===== config.mk =====
export PLATFORM = sky130hd
export DESIGN_NAME = vga_sprite_renderer
export DESIGN_NICKNAME = d
export VERILOG_FILES = /design/src/rtl/vga_sprite_renderer.sv
export SDC_FILE = /design/constraint.sdc
export NUM_CORES = 1
export LEC_CHECK = 0
export ABC_AREA = 1
export CORE_UTILIZATION = 41
export DETAILED_ROUTE_END_ITERATION = 7
export PLACE_DENSITY = 0.75
export REMOVE_ABC_BUFFERS = 1
export SLEW_MARGIN = 30
export SYNTH_ARGS = -nofsm -noshare
export SYNTH_HDL_FRONTEND = slang
export SYNTH_SLANG_ARGS = --single-unit

===== constraint.sdc =====
create_clock -name clock_50 -period 1.3 [get_ports clock_50]
set_clock_uncertainty 0.05 [all_clocks]
set_input_delay 0.39 -clock clock_50 [delete_from_list [all_inputs] [get_ports clock_50]]
set_output_delay 0.39 -clock clock_50 [all_outputs]
set_load 0.005 [all_outputs]

===== src/rtl/vga_sprite_renderer.sv =====
// VGA 640x480@60 timing, world sprite lookup and sprite ROM fetch, aligned in a 2-tick pixel pipeline.
// Optional feature macro: GRID_OVERLAY_EN draws 32-px cell grid lines inside the playfield.
module vga_sprite_renderer #(
  parameter int          H_VISIBLE  = 640,
  parameter int          H_FP       = 16,
  parameter int          H_SYNC     = 96,
  parameter int          H_BP       = 48,
  parameter int          V_VISIBLE  = 480,
  parameter int          V_FP       = 10,
  parameter int          V_SYNC     = 2,
  parameter int          V_BP       = 33,
  parameter int          FIELD_ROWS = 10,
  parameter logic [23:0] BORDER_RGB = 24'h202040
) (
  input  logic        clock_50,
  input  logic        reset,
  output logic [9:0]  pixel_x,
  output logic [9:0]  pixel_y,
  input  logic [3:0]  sprite,
  output logic [13:0] rom_addr,
  input  logic [7:0]  rom_data,
  output logic [7:0]  vga_r,
  output logic [7:0]  vga_g,
  output logic [7:0]  vga_b,
  output logic        vga_hs_n,
  output logic        vga_vs_n,
  output logic        vga_blank_n,
  output logic        vga_sync_n,
  output logic        vga_clk,
  output logic        frame_tick
);

  localparam logic [9:0]  H_LAST    = 10'(H_VISIBLE + H_FP + H_SYNC + H_BP - 1);
  localparam logic [9:0]  V_LAST    = 10'(V_VISIBLE + V_FP + V_SYNC + V_BP - 1);
  localparam logic [9:0]  H_VIS     = 10'(H_VISIBLE);
  localparam logic [9:0]  V_VIS     = 10'(V_VISIBLE);
  localparam logic [9:0]  HS_START  = 10'(H_VISIBLE + H_FP);
  localparam logic [9:0]  HS_END    = 10'(H_VISIBLE + H_FP + H_SYNC);
  localparam logic [9:0]  VS_START  = 10'(V_VISIBLE + V_FP);
  localparam logic [9:0]  VS_END    = 10'(V_VISIBLE + V_FP + V_SYNC);
  localparam logic [9:0]  FIELD_END = 10'(FIELD_ROWS * 32);

  logic phase_r;
  logic pix_en_s;
  logic h_wrap_s;
  logic v_wrap_s;
  logic visible_s;
  logic in_field_s;
  logic hs_s;
  logic vs_s;
  logic s1_visible_r;
  logic s1_in_field_r;
  logic s1_hs_r;
  logic s1_vs_r;
  logic [23:0] rgb_s;
`ifdef GRID_OVERLAY_EN
  logic grid_s;
  logic s1_grid_r;
`endif

  assign pix_en_s   = phase_r;
  assign vga_clk    = phase_r;
  assign vga_sync_n = 1'b0;
  assign h_wrap_s   = (pixel_x == H_LAST);
  assign v_wrap_s   = (pixel_y == V_LAST);

  // Stage-0 flags derived from the live counters
  assign visible_s  = (pixel_x < H_VIS) && (pixel_y < V_VIS);
  assign in_field_s = visible_s && (pixel_y < FIELD_END);
  assign hs_s       = (pixel_x >= HS_START) && (pixel_x < HS_END);
  assign vs_s       = (pixel_y >= VS_START) && (pixel_y < VS_END);
`ifdef GRID_OVERLAY_EN
  assign grid_s     = (pixel_x[4:0] == 5'd0) || (pixel_y[4:0] == 5'd0);
`endif

  // Pixel-clock phase: every second clock_50 cycle is a pixel tick
  always_ff @(posedge clock_50) begin
    if (reset) phase_r <= 1'b0;
    else       phase_r <= ~phase_r;
  end

  // Stage 0: beam counters double as pixel_x/pixel_y; frame_tick marks the full wrap
  always_ff @(posedge clock_50) begin
    if (reset) begin
      pixel_x    <= 10'd0;
      pixel_y    <= 10'd0;
      frame_tick <= 1'b0;
    end else begin
      frame_tick <= pix_en_s && h_wrap_s && v_wrap_s;
      if (pix_en_s) begin
        if (h_wrap_s) begin
          pixel_x <= 10'd0;
          pixel_y <= v_wrap_s ? 10'd0 : pixel_y + 10'd1;
        end else begin
          pixel_x <= pixel_x + 10'd1;
        end
      end
    end
  end

  // Stage 1: ROM address from the world's sprite code, flags delayed one tick
  always_ff @(posedge clock_50) begin
    if (reset) begin
      rom_addr      <= 14'd0;
      s1_visible_r  <= 1'b0;
      s1_in_field_r <= 1'b0;
      s1_hs_r       <= 1'b0;
      s1_vs_r       <= 1'b0;
`ifdef GRID_OVERLAY_EN
      s1_grid_r     <= 1'b0;
`endif
    end else if (pix_en_s) begin
      rom_addr      <= {sprite, pixel_y[4:0], pixel_x[4:0]};
      s1_visible_r  <= visible_s;
      s1_in_field_r <= in_field_s;
      s1_hs_r       <= hs_s;
      s1_vs_r       <= vs_s;
`ifdef GRID_OVERLAY_EN
      s1_grid_r     <= grid_s;
`endif
    end
  end

  // Colour select: RGB332 texel widened by bit replication, border, or black
  always_comb begin
    rgb_s = 24'h000000;
    if (s1_in_field_r) begin
`ifdef GRID_OVERLAY_EN
      if (s1_grid_r) begin
        rgb_s = 24'h404040;
      end else begin
        rgb_s = {rom_data[7:5], rom_data[7:5], rom_data[7:6],
                 rom_data[4:2], rom_data[4:2], rom_data[4:3],
                 {4{rom_data[1:0]}}};
      end
`else
      rgb_s = {rom_data[7:5], rom_data[7:5], rom_data[7:6],
               rom_data[4:2], rom_data[4:2], rom_data[4:3],
               {4{rom_data[1:0]}}};
`endif
    end else if (s1_visible_r) begin
      rgb_s = BORDER_RGB;
    end else begin
      rgb_s = 24'h000000;
    end
  end

  // Stage 2: registered DAC outputs, syncs kept aligned with colour
  always_ff @(posedge clock_50) begin
    if (reset) begin
      vga_r       <= 8'd0;
      vga_g       <= 8'd0;
      vga_b       <= 8'd0;
      vga_hs_n    <= 1'b1;
      vga_vs_n    <= 1'b1;
      vga_blank_n <= 1'b0;
    end else if (pix_en_s) begin
      {vga_r, vga_g, vga_b} <= rgb_s;
      vga_hs_n    <= ~s1_hs_r;
      vga_vs_n    <= ~s1_vs_r;
      vga_blank_n <= s1_visible_r;
    end
  end

endmodule

==> flow_summary.json, run 1 <==
{
  "rrSetupSlack_ps": -210,
  "io_pins": 78,
  "synth_common_cells": "55 x nand2_1, 54 x dfxtp_1, 28 x nor2_1, 27 x inv_1, 22 x nand3_1",
  "crit_end": "pixel_x[1]$_SDFFE_PP0P_",
  "vias_per_cell": 5.23,
  "dp_slack_ps": -428,
  "synth_area_sq_um": 2420,
  "fp.dieW_um": 78.9,
  "coreArea_sq_um": 5610,
  "vias": 2760,
  "grt_pass1_vias": 2691,
  "final_nets": 473,
  "cts_tree": "built",
  "avgSynthCellArea_sq_um": 8.16,
  "clk_latency_ps": 320,
  "synth_cells": 297,
  "gp_congestion": 0.836,
  "clockRootBuffer": "clkbuf_8",
  "violations": "setup timing",
  "yosysTopAreaCell": "dfxtp_1",
  "finalHoldViolations": 0,
  "power_uw": 3270,
  "initial_core_util_pct": 43.2,
  "wl_per_cell_um": 16.5,
  "overflow": 0,
  "ys_seq_area_share_pct": 44.6,
  "holdWs_ps": 407,
  "worst_r2r_path_depth": 9,
  "crit_path_start_kind": "register",
  "grt_antenna_before_repair": 0,
  "wl_mm": 8.72,
  "maxCapViolations": 0,
  "synth_edf_count": 0,
  "hp-start": "s1_vs_r$_SDFFE_PP0P_",
  "die_area_sq_um": 6220,
  "utilization_pct": 74.3,
  "path_max_fanout": 2,
  "p_leak_uw": 0.00201,
  "dp_cells": 469,
  "hold_path.class": "reg -> reg",
  "grt_max_degree": 27,
  "worst_ir_drop_vdd_mv": 0.486,
  "r2r-end": "pixel_x[1]$_SDFFE_PP0P_",
  "die_h_um": 78.9,
  "end_kind": "register",
  "io_buffers": 76,
  "dr.pass1.iters": 5,
  "slew_violations": 0,
  "synth_area_leaders": "dfxtp_1 45%, nand2_1 8.5%, buf_4 5.6%",
  "powerDensity_nw_per_um2": 783,
  "num_antenna_cells": 0,
  "drc": 0,
  "worstSetupPathType": "reg -> reg",
  "fmax_ghz": 0.662,
  "min_period_over_period_pct": 116,
  "ant_nets": 0,
  "grt_pass1_wl_mm": 12.5,
  "setup-violations-final": 35,
  "cp-startpoint": "pixel_x[9]$_SDFFE_PP0P_",
  "post-synth-top-count-cell": "nand2_1",
  "rsz0062_at_grt": "true",
  "cts_max_path_buffers": 2,
  "h-tree-depth": 2,
  "critPathArrivalTime_ps": 1670,
  "num_rows": 27,
  "path_clk_slew_ps": 100,
  "grt_use_total_pct": 25.8,
  "ys_ff_latch": 54,
  "ys_warn_count": 0,
  "finalNonFillerCells": 528,
  "status": "finished, violations left",
  "synthFlopType": "dfxtp_1",
  "layout_setup_ws_ps": -210,
  "worst_ep_required_time_ps": 1460,
  "async_flop_share_pct": 0,
  "drive_gt1_share_pct": 59.4,
  "drt-initial-drc-count": 263,
  "synth_top_area_share_pct": 44.6,
  "cts_sinks": 54,
  "dpl.hpwl_mm": 4.68,
  "timing.final.crit_period_ps": 1510,
  "r2r_start": "pixel_x[9]$_SDFFE_PP0P_",
  "synth.distinct_cells": 35,
  "cts_buffers": 5,
  "syn2layout_area_growth_pct": 72.1
}
layout make-up:
type	instances	area (sq um)
tap	72	90.1
fill	364	1440
timing repair buffer	176	1430
multi-input combinational	189	1260
clock buffer	5	68.8
inverter	29	120
sequential	54	1150
clock inverter	3	47.5
cell families after synthesis:
| kind of cell | Yosys count | synth area share (%) |
|---|---|---|
| other | 1 | 0.155 |
| AOI/OAI and AO/OA | 48 | 13.2 |
| adders and majority gates | 4 | 2.07 |
| xor gates and xnor gates | 5 | 1.81 |
| DFF | 54 | 44.6 |
| and+or+nand+nor | 131 | 26.2 |
| buffers and inverters | 54 | 12.0 |
worst min-delay path by stage:
stage | endpoint | slack (ps) | cells past startpoint
finish | vga_vs_n$_SDFFE_PP1P_ | 410 | 1
floorplan | vga_vs_n$_SDFFE_PP1P_ | 360 | 1
global route | vga_vs_n$_SDFFE_PP1P_ | 430 | 1
CTS | vga_vs_n$_SDFFE_PP1P_ | 400 | 1
global placement | vga_vs_n$_SDFFE_PP1P_ | 380 | 1
detailed placement | vga_vs_n$_SDFFE_PP1P_ | 390 | 1
routing by layer:
layer  up-vias  track usage, %  part of all wire, %
met4         0            12.4                  3.4
met2       148            46.3                   51
met5         -               0                    0
met3        35            6.55                  6.6
li1       1279               -                    -
met1      1298            28.1                   39
where the power goes:
| group | switching [uW] | internal (uW) |
|---|---|---|
| registers | 31.4 | 1690 |
| clock network | 607 | 585 |
| logic | 167 | 183 |
| total | 806 | 2460 |
metrics by stage:
step	area, sq um	TNS [ps]
final	4170	-3610
after floorplan	2240	-8150
after CTS	4070	-1640
after global routing	4170	-5560
after detailed placement	3500	-15540
after global placement	3500	-14370
placed cells by master (no fill, tap or decap), types with 6 or more instances in the layout:
cell / Yosys / final
nand2_1: 55 / 47
clkbuf_2: 0 / 11
clkdlybuf4s50_1: 0 / 12
a21oi_1: 12 / 11
nand3_1: 22 / 17
buf_6: 2 / 42
buf_2: 4 / 36
a22o_1: 8 / 8
dfxtp_2: 0 / 47
nor2_1: 28 / 21
inv_1: 27 / 23
nor2_4: 4 / 10
buf_4: 18 / 71
o21ai_0: 14 / 10
nor2_2: 5 / 6
critical path: stages (launching register included):
cell and delay (ps):
dfxtp_2 360, buf_4 120, nand2_2 70, nor2_4 160, buf_4 120, buf_4 90
buf_4 100, nand3_1 100, nand3_1 130, o21ai_0 100
flip-flops by register name (all words and copies together), names as in the netlist:
| register | count |
|---|---|
| rom_addr | 14 |
| pixel_x | 10 |
| pixel_y | 10 |
| vga_g | 4 |
| vga_r | 4 |
| vga_b | 3 |
| frame_tick | 1 |
| s1_hs_r | 1 |
| s1_in_field_r | 1 |
| s1_visible_r | 1 |
| s1_vs_r | 1 |
| vga_blank_n | 1 |
| vga_clk | 1 |
| vga_hs_n | 1 |
| vga_vs_n | 1 |
repair_timing:
item | 4_1_cts | 5_1_grt
setup endpoints to repair | 97 | 62
hold buffers | 0 | 0
pin swaps | 21 | 25
buffers inserted | 39 | 18
resized for setup | 343 | 56
No activity file was read; power rests on OpenSTA's default activity.
==> run 2, diff against run 1 <==
--- a/config.mk
+++ b/config.mk
@@ -6,10 +6,13 @@
 export NUM_CORES = 1
 export LEC_CHECK = 0
 export ABC_AREA = 1
-export CORE_UTILIZATION = 41
+export CORE_UTILIZATION = 43
+export CTS_BUF_LIST = sky130_fd_sc_hd__clkbuf_8
 export DETAILED_ROUTE_END_ITERATION = 7
-export PLACE_DENSITY = 0.75
+export PLACE_DENSITY = 0.78
 export REMOVE_ABC_BUFFERS = 1
+export SKIP_CTS_REPAIR_TIMING = 1
+export SKIP_LAST_GASP = 1
 export SLEW_MARGIN = 30
 export SYNTH_ARGS = -nofsm -noshare
 export SYNTH_HDL_FRONTEND = slang
==> run 2 against run 1 <==
- clock power about the same
- worst setup slack got worse by 110 ps
- cell area grew 7.8%
- sequential share of layout area down 2.0 points
- the flow still finishes with violations (setup timing)
- critical path type unchanged
- power increased by 3.6%
- largest cell class unchanged
- sequential power about the same
==> flow_summary.json, run 2 (synthesized netlist as in run 1, its figures left out) <==
{
  "worstSetupPathType": "reg -> reg",
  "clk_latency_ps": 320,
  "hold_path.class": "reg -> reg",
  "placed_cell_area_sq_um": 3500,
  "end_kind": "register",
  "clockRootBuffer": "clkbuf_8",
  "dpl.hpwl_mm": 4.77,
  "path_max_fanout": 4,
  "grt_antenna_before_repair": 0,
  "timing.final.crit_period_ps": 1620,
  "critPathArrivalTime_ps": 1780,
  "die_area_sq_um": 5940,
  "setup_tns_ps": -6590,
  "dr.max_layer_used": "met4",
  "crit_end": "pixel_y[6]$_SDFFE_PP0P_",
  "drive_gt1_share_pct": 46.8,
  "gp_congestion": 0.832,
  "fmax_ghz": 0.618,
  "top_register": "rom_addr",
  "dp_slack_ps": -388,
  "cts_tree": "built",
  "grt_pass1_wl_mm": 10.6,
  "reg.largest.list": "rom_addr: 14 flops, pixel_x: 10 flops, pixel_y: 10 flops",
  "crit_path_start_kind": "register",
  "io_buffers": 76,
  "layout_setup_ws_ps": -318,
  "num_rows": 26,
  "wl_met2_mm": 5.43,
  "grt_max_degree": 24,
  "maxCapViolations": 0,
  "syn2layout_area_growth_pct": 85.6,
  "vias": 3006,
  "final_area_sq_um": 4500,
  "slew_violations": 0,
  "initial_core_util_pct": 46.0,
  "ant_nets": 0,
  "cts_buffers": 5,
  "drc": 0,
  "h-tree-depth": 2,
  "cts_max_path_buffers": 2,
  "vias_per_cell": 5.77,
  "drt-initial-drc-count": 254,
  "dr.pass1.iters": 6,
  "power_uw": 3380,
  "coreArea_sq_um": 5270,
  "finalHoldViolations": 0,
  "status": "finished, violations left",
  "cts_sinks": 54,
  "r2r-end": "pixel_y[6]$_SDFFE_PP0P_",
  "setup-violations-final": 51,
  "worst_r2r_path_depth": 8,
  "overflow": 0,
  "path_clk_slew_ps": 110,
  "final_nets": 468,
  "final_common_cell": "buf_4",
  "min_period_over_period_pct": 124,
  "num_antenna_cells": 0,
  "fp.dieW_um": 77.1,
  "rsz0062_at_grt": "true",
  "grt_use_total_pct": 22.0,
  "cp-startpoint": "pixel_x[0]$_SDFFE_PP0P_",
  "mostFrequentLayoutCells": "73 x buf_4, 63 x dlymetal6s2s_1, 48 x nand2_1",
  "violations": "setup timing",
  "worst_ir_drop_vdd_mv": 0.613,
  "worst_ep_required_time_ps": 1470,
  "io_pins": 78,
  "wl_mm": 11.1,
  "met3_length_mm": 1.04,
  "grt_pass1_vias": 2262,
  "largest_reg_flops": 14,
  "utilization_pct": 85.3,
  "wl_per_cell_um": 21.3,
  "p_leak_uw": 0.00291,
  "die_h_um": 77.1,
  "powerDensity_nw_per_um2": 753,
  "wl_met1_mm": 4.05,
  "rrSetupSlack_ps": -320,
  "r2r_start": "pixel_x[0]$_SDFFE_PP0P_"
}
-- run 2: changes by cell type in the layout (fill, tap and decap cells not counted), moves of 5 or more --
cell            previous run  this run
nand3_2                    3         8
inv_2                      1         8
dlymetal6s2s_1             0        63
buf_6                     42        17
a21oi_2                    1         6
clkbuf_2                  11         0
a21oi_1                   11         6
buf_2                     36         0
-- run 2: worst max-delay path, stage by stage (launching register included) --
cell and delay [ps]:
dfxtp_2 380, ha_4 170, nand2_4 60, nor2_4 120, nand4_4 200, buf_6 180, buf_6 110, o21ai_4 190
a21oi_1 60
-- run 2: worst min-delay path by stage --
stage | start | endpoint | slack [ps] | cells after the start
final | rom_addr[8]$_SDFFE_PP0P_ | rom_addr[8]$_SDFFE_PP0P_ | 410 | 2
after global routing | s1_hs_r$_SDFFE_PP0P_ | vga_hs_n$_SDFFE_PP1P_ | 430 | 1
after CTS | s1_hs_r$_SDFFE_PP0P_ | vga_hs_n$_SDFFE_PP1P_ | 400 | 1
after detailed placement | s1_vs_r$_SDFFE_PP0P_ | vga_vs_n$_SDFFE_PP1P_ | 380 | 1
after global placement | s1_vs_r$_SDFFE_PP0P_ | vga_vs_n$_SDFFE_PP1P_ | 370 | 1
after floorplan | s1_vs_r$_SDFFE_PP0P_ | vga_vs_n$_SDFFE_PP1P_ | 360 | 1
-- run 2: metrics by stage --
| step | hold WS (ps) | instances |
|---|---|---|
| 3_3_place_gp | 373 | 470 |
| 4_1_cts | 399 | 478 |
| 5_1_grt | 426 | 521 |
| 6_report | 414 | 521 |
| 2_1_floorplan | 356 | 272 |
| 3_5_place_dp | 381 | 470 |
-- run 2: area by class of cell --
class / instances / area (sq um)
repair buffers: 170 / 1750
multi-input cells: 189 / 1260
flip-flops and latches: 54 / 1150
fillers: 238 / 774
inverters: 29 / 116
well taps: 70 / 87.6
clock buffers: 5 / 68.8
clock inverters: 3 / 47.5
repair inverters: 1 / 7.51
-- run 2: metal layers --
metal,vias up,global-route usage [%]
met3,60,4.05
met4,0,4.34
met5,-,0
li1,1279,-
met1,1419,27.1
met2,248,39.8
-- run 2: power by group --
group	internal (uW)	total, uW	switching (uW)	leakage [uW]
clock network	585	1210	621	0.0000587
logic	237	449	212	0.00239
registers	1690	1730	36.2	0.000461
==> run 3, diff against run 2 <==
--- a/config.mk
+++ b/config.mk
@@ -6,14 +6,14 @@
 export NUM_CORES = 1
 export LEC_CHECK = 0
 export ABC_AREA = 1
-export CORE_UTILIZATION = 43
+export CORE_UTILIZATION = 45
 export CTS_BUF_LIST = sky130_fd_sc_hd__clkbuf_8
 export DETAILED_ROUTE_END_ITERATION = 7
 export PLACE_DENSITY = 0.78
 export REMOVE_ABC_BUFFERS = 1
 export SKIP_CTS_REPAIR_TIMING = 1
 export SKIP_LAST_GASP = 1
-export SLEW_MARGIN = 30
+export SLEW_MARGIN = 25
 export SYNTH_ARGS = -nofsm -noshare
 export SYNTH_HDL_FRONTEND = slang
 export SYNTH_SLANG_ARGS = --single-unit
==> constraint.sdc (replaced) <==
create_clock -name clock_50 -period 2.1 [get_ports clock_50]
set_clock_uncertainty 0.05 [all_clocks]
set_input_delay 0.63 -clock clock_50 [delete_from_list [all_inputs] [get_ports clock_50]]
set_output_delay 0.63 -clock clock_50 [all_outputs]
set_load 0.005 [all_outputs]
==> run 3 against run 2 <==
- the flow now finishes without violations
- cell area is 27% lower
- combinational power is 62% lower
- die area shrank 4.3%
- worst setup slack gained 410 ps
- first-iteration DRC count fell by 68%
- register-to-register slack improved by 660 ps
- non-clock buffer count is 83 lower
- critical path type is now reg -> out
- critical endpoint is now pixel_y[6]
- largest cell class is now registers
==> flow_summary.json, run 3 (synthesized netlist as in run 1, its figures left out) <==
{
  "cts_max_path_buffers": 2,
  "worstSetupPathType": "reg -> out",
  "finalHoldViolations": 0,
  "powerDensity_nw_per_um2": 579,
  "clk_latency_ps": 300,
  "final_nets": 384,
  "fmax_ghz": 0.498,
  "reg.largest.list": "rom_addr: 14 flops, pixel_x: 10 flops, pixel_y: 10 flops",
  "worst_ep_required_time_ps": 1420,
  "top_register": "rom_addr",
  "cp_top_family": "buffers and inverters",
  "worstPathCellList": "clkdlybuf4s50_1",
  "grt_pass1_wl_mm": 8.81,
  "cts_buffers": 5,
  "grt_use_total_pct": 20.6,
  "cts_sinks": 54,
  "io_buffers": 76,
  "layout_setup_ws_ps": 92.1,
  "drc": 0,
  "h-tree-depth": 2,
  "timing.final.crit_period_ps": 2010,
  "grt_antenna_before_repair": 0,
  "syn2layout_area_growth_pct": 35.4,
  "slowest_delay_ps": 550,
  "largest_reg_flops": 14,
  "critPathArrivalTime_ps": 1330,
  "num_antenna_cells": 0,
  "crit_path_start_kind": "register",
  "dp_slack_ps": -63.8,
  "vias": 2178,
  "initial_core_util_pct": 47.1,
  "clockRootBuffer": "clkbuf_8",
  "drive_gt1_share_pct": 9.26,
  "slowest_stage": "clkdlybuf4s50_1",
  "wl_mm": 5.59,
  "die_h_um": 75.4,
  "mostFrequentLayoutCells": "76 x clkdlybuf4s50_1, 55 x nand2_1, 53 x dfxtp_1",
  "multi_input_area_sq_um": 1050,
  "vias_per_cell": 4.98,
  "slew_violations": 0,
  "cp.depth": 1,
  "rsz0062_at_grt": "false",
  "hold_path.class": "reg -> reg",
  "end_kind": "primary output",
  "setup_tns_ps": 0,
  "drt-initial-drc-count": 81,
  "ff_latch_area_sq_um": 1080,
  "nFillCells": 478,
  "wl_per_cell_um": 12.8,
  "coreArea_sq_um": 5140,
  "min_period_over_period_pct": 95.6,
  "overflow": 0,
  "p_leak_uw": 0.00130,
  "path_clk_slew_ps": 90,
  "fp.dieW_um": 75.4,
  "status": "complete, no violations",
  "final_common_cell": "clkdlybuf4s50_1",
  "worst_r2r_path_depth": 6,
  "maxCapViolations": 0,
  "dr.pass1.iters": 4,
  "setup-violations-final": 0,
  "die_area_sq_um": 5680,
  "gp_congestion": 0.864,
  "grt_pass1_vias": 1928,
  "grt_max_degree": 16,
  "io_pins": 78,
  "cts_tree": "built",
  "ant_nets": 0,
  "num_rows": 26,
  "path_buf_inv": 1,
  "path_max_fanout": 8,
  "dpl.hpwl_mm": 4.22,
  "hold_depth": 1,
  "worst_ir_drop_vdd_mv": 0.277
}
==> run 3: cell count changes in the layout (fill, tap and decap cells not counted), sizes merged <==
cell,change
buf,-83
clkbuf,-1
clkdlybuf4s50,+64
clkinvlp,-3
dlymetal6s2s,-63
inv,+2
==> run 3: power by group <==
part	leakage (uW)	total, uW	internal [uW]	switching [uW]
Sequential	0.000438	1070	1050	18.2
Combinational	0.000803	172	95.3	77.1
Clock	0.0000607	661	347	313
==> run 3: area by class of cell <==
| class | count | area share (%) |
|---|---|---|
| clock buffers | 5 | 2.10 |
| repair buffers | 87 | 25.7 |
| well taps | 70 | 2.67 |
| inverters | 29 | 3.32 |
| clock inverters | 3 | 1.14 |
| flip-flops and latches | 54 | 33.0 |
| multi-input cells | 189 | 32.0 |
==> run 3: final timing paths <==
check                                from                 endpoint  slack (ps)
setup / recovery  pixel_y[6]$_SDFFE_PP0P_               pixel_y[6]          90
setup reg to reg  pixel_x[0]$_SDFFE_PP0P_  pixel_y[1]$_SDFFE_PP0P_         340
hold / removal       s1_vs_r$_SDFFE_PP0P_    vga_vs_n$_SDFFE_PP1P_         400
hold reg to reg      s1_vs_r$_SDFFE_PP0P_    vga_vs_n$_SDFFE_PP1P_         400
==> run 3: layer usage <==
layer / track usage (%) / share of wire [%] / vias to the layer above
met4: 6.79 / 0.52 / 0
met1: 24.9 / 46 / 1012
met2: 35.6 / 48 / 68
met3: 5.42 / 6.1 / 2
li1: - / - / 1096
met5: 0 / 0 / -
==> run 3: per-stage QoR <==
stage / hold slack (ps) / total power, uW / instances / area [sq um] / utilization [%]
global route: 433 / 1980 / 437 / 3280 / 63.8
floorplan: 356 / 1150 / 272 / 2240 / -
detailed placement: 380 / 1260 / 429 / 3170 / 61.7
global placement: 369 / 1260 / 429 / 3170 / 61.7
finish: 400 / 1900 / 437 / 3280 / 63.8
CTS: 397 / 1920 / 437 / 3280 / 63.8
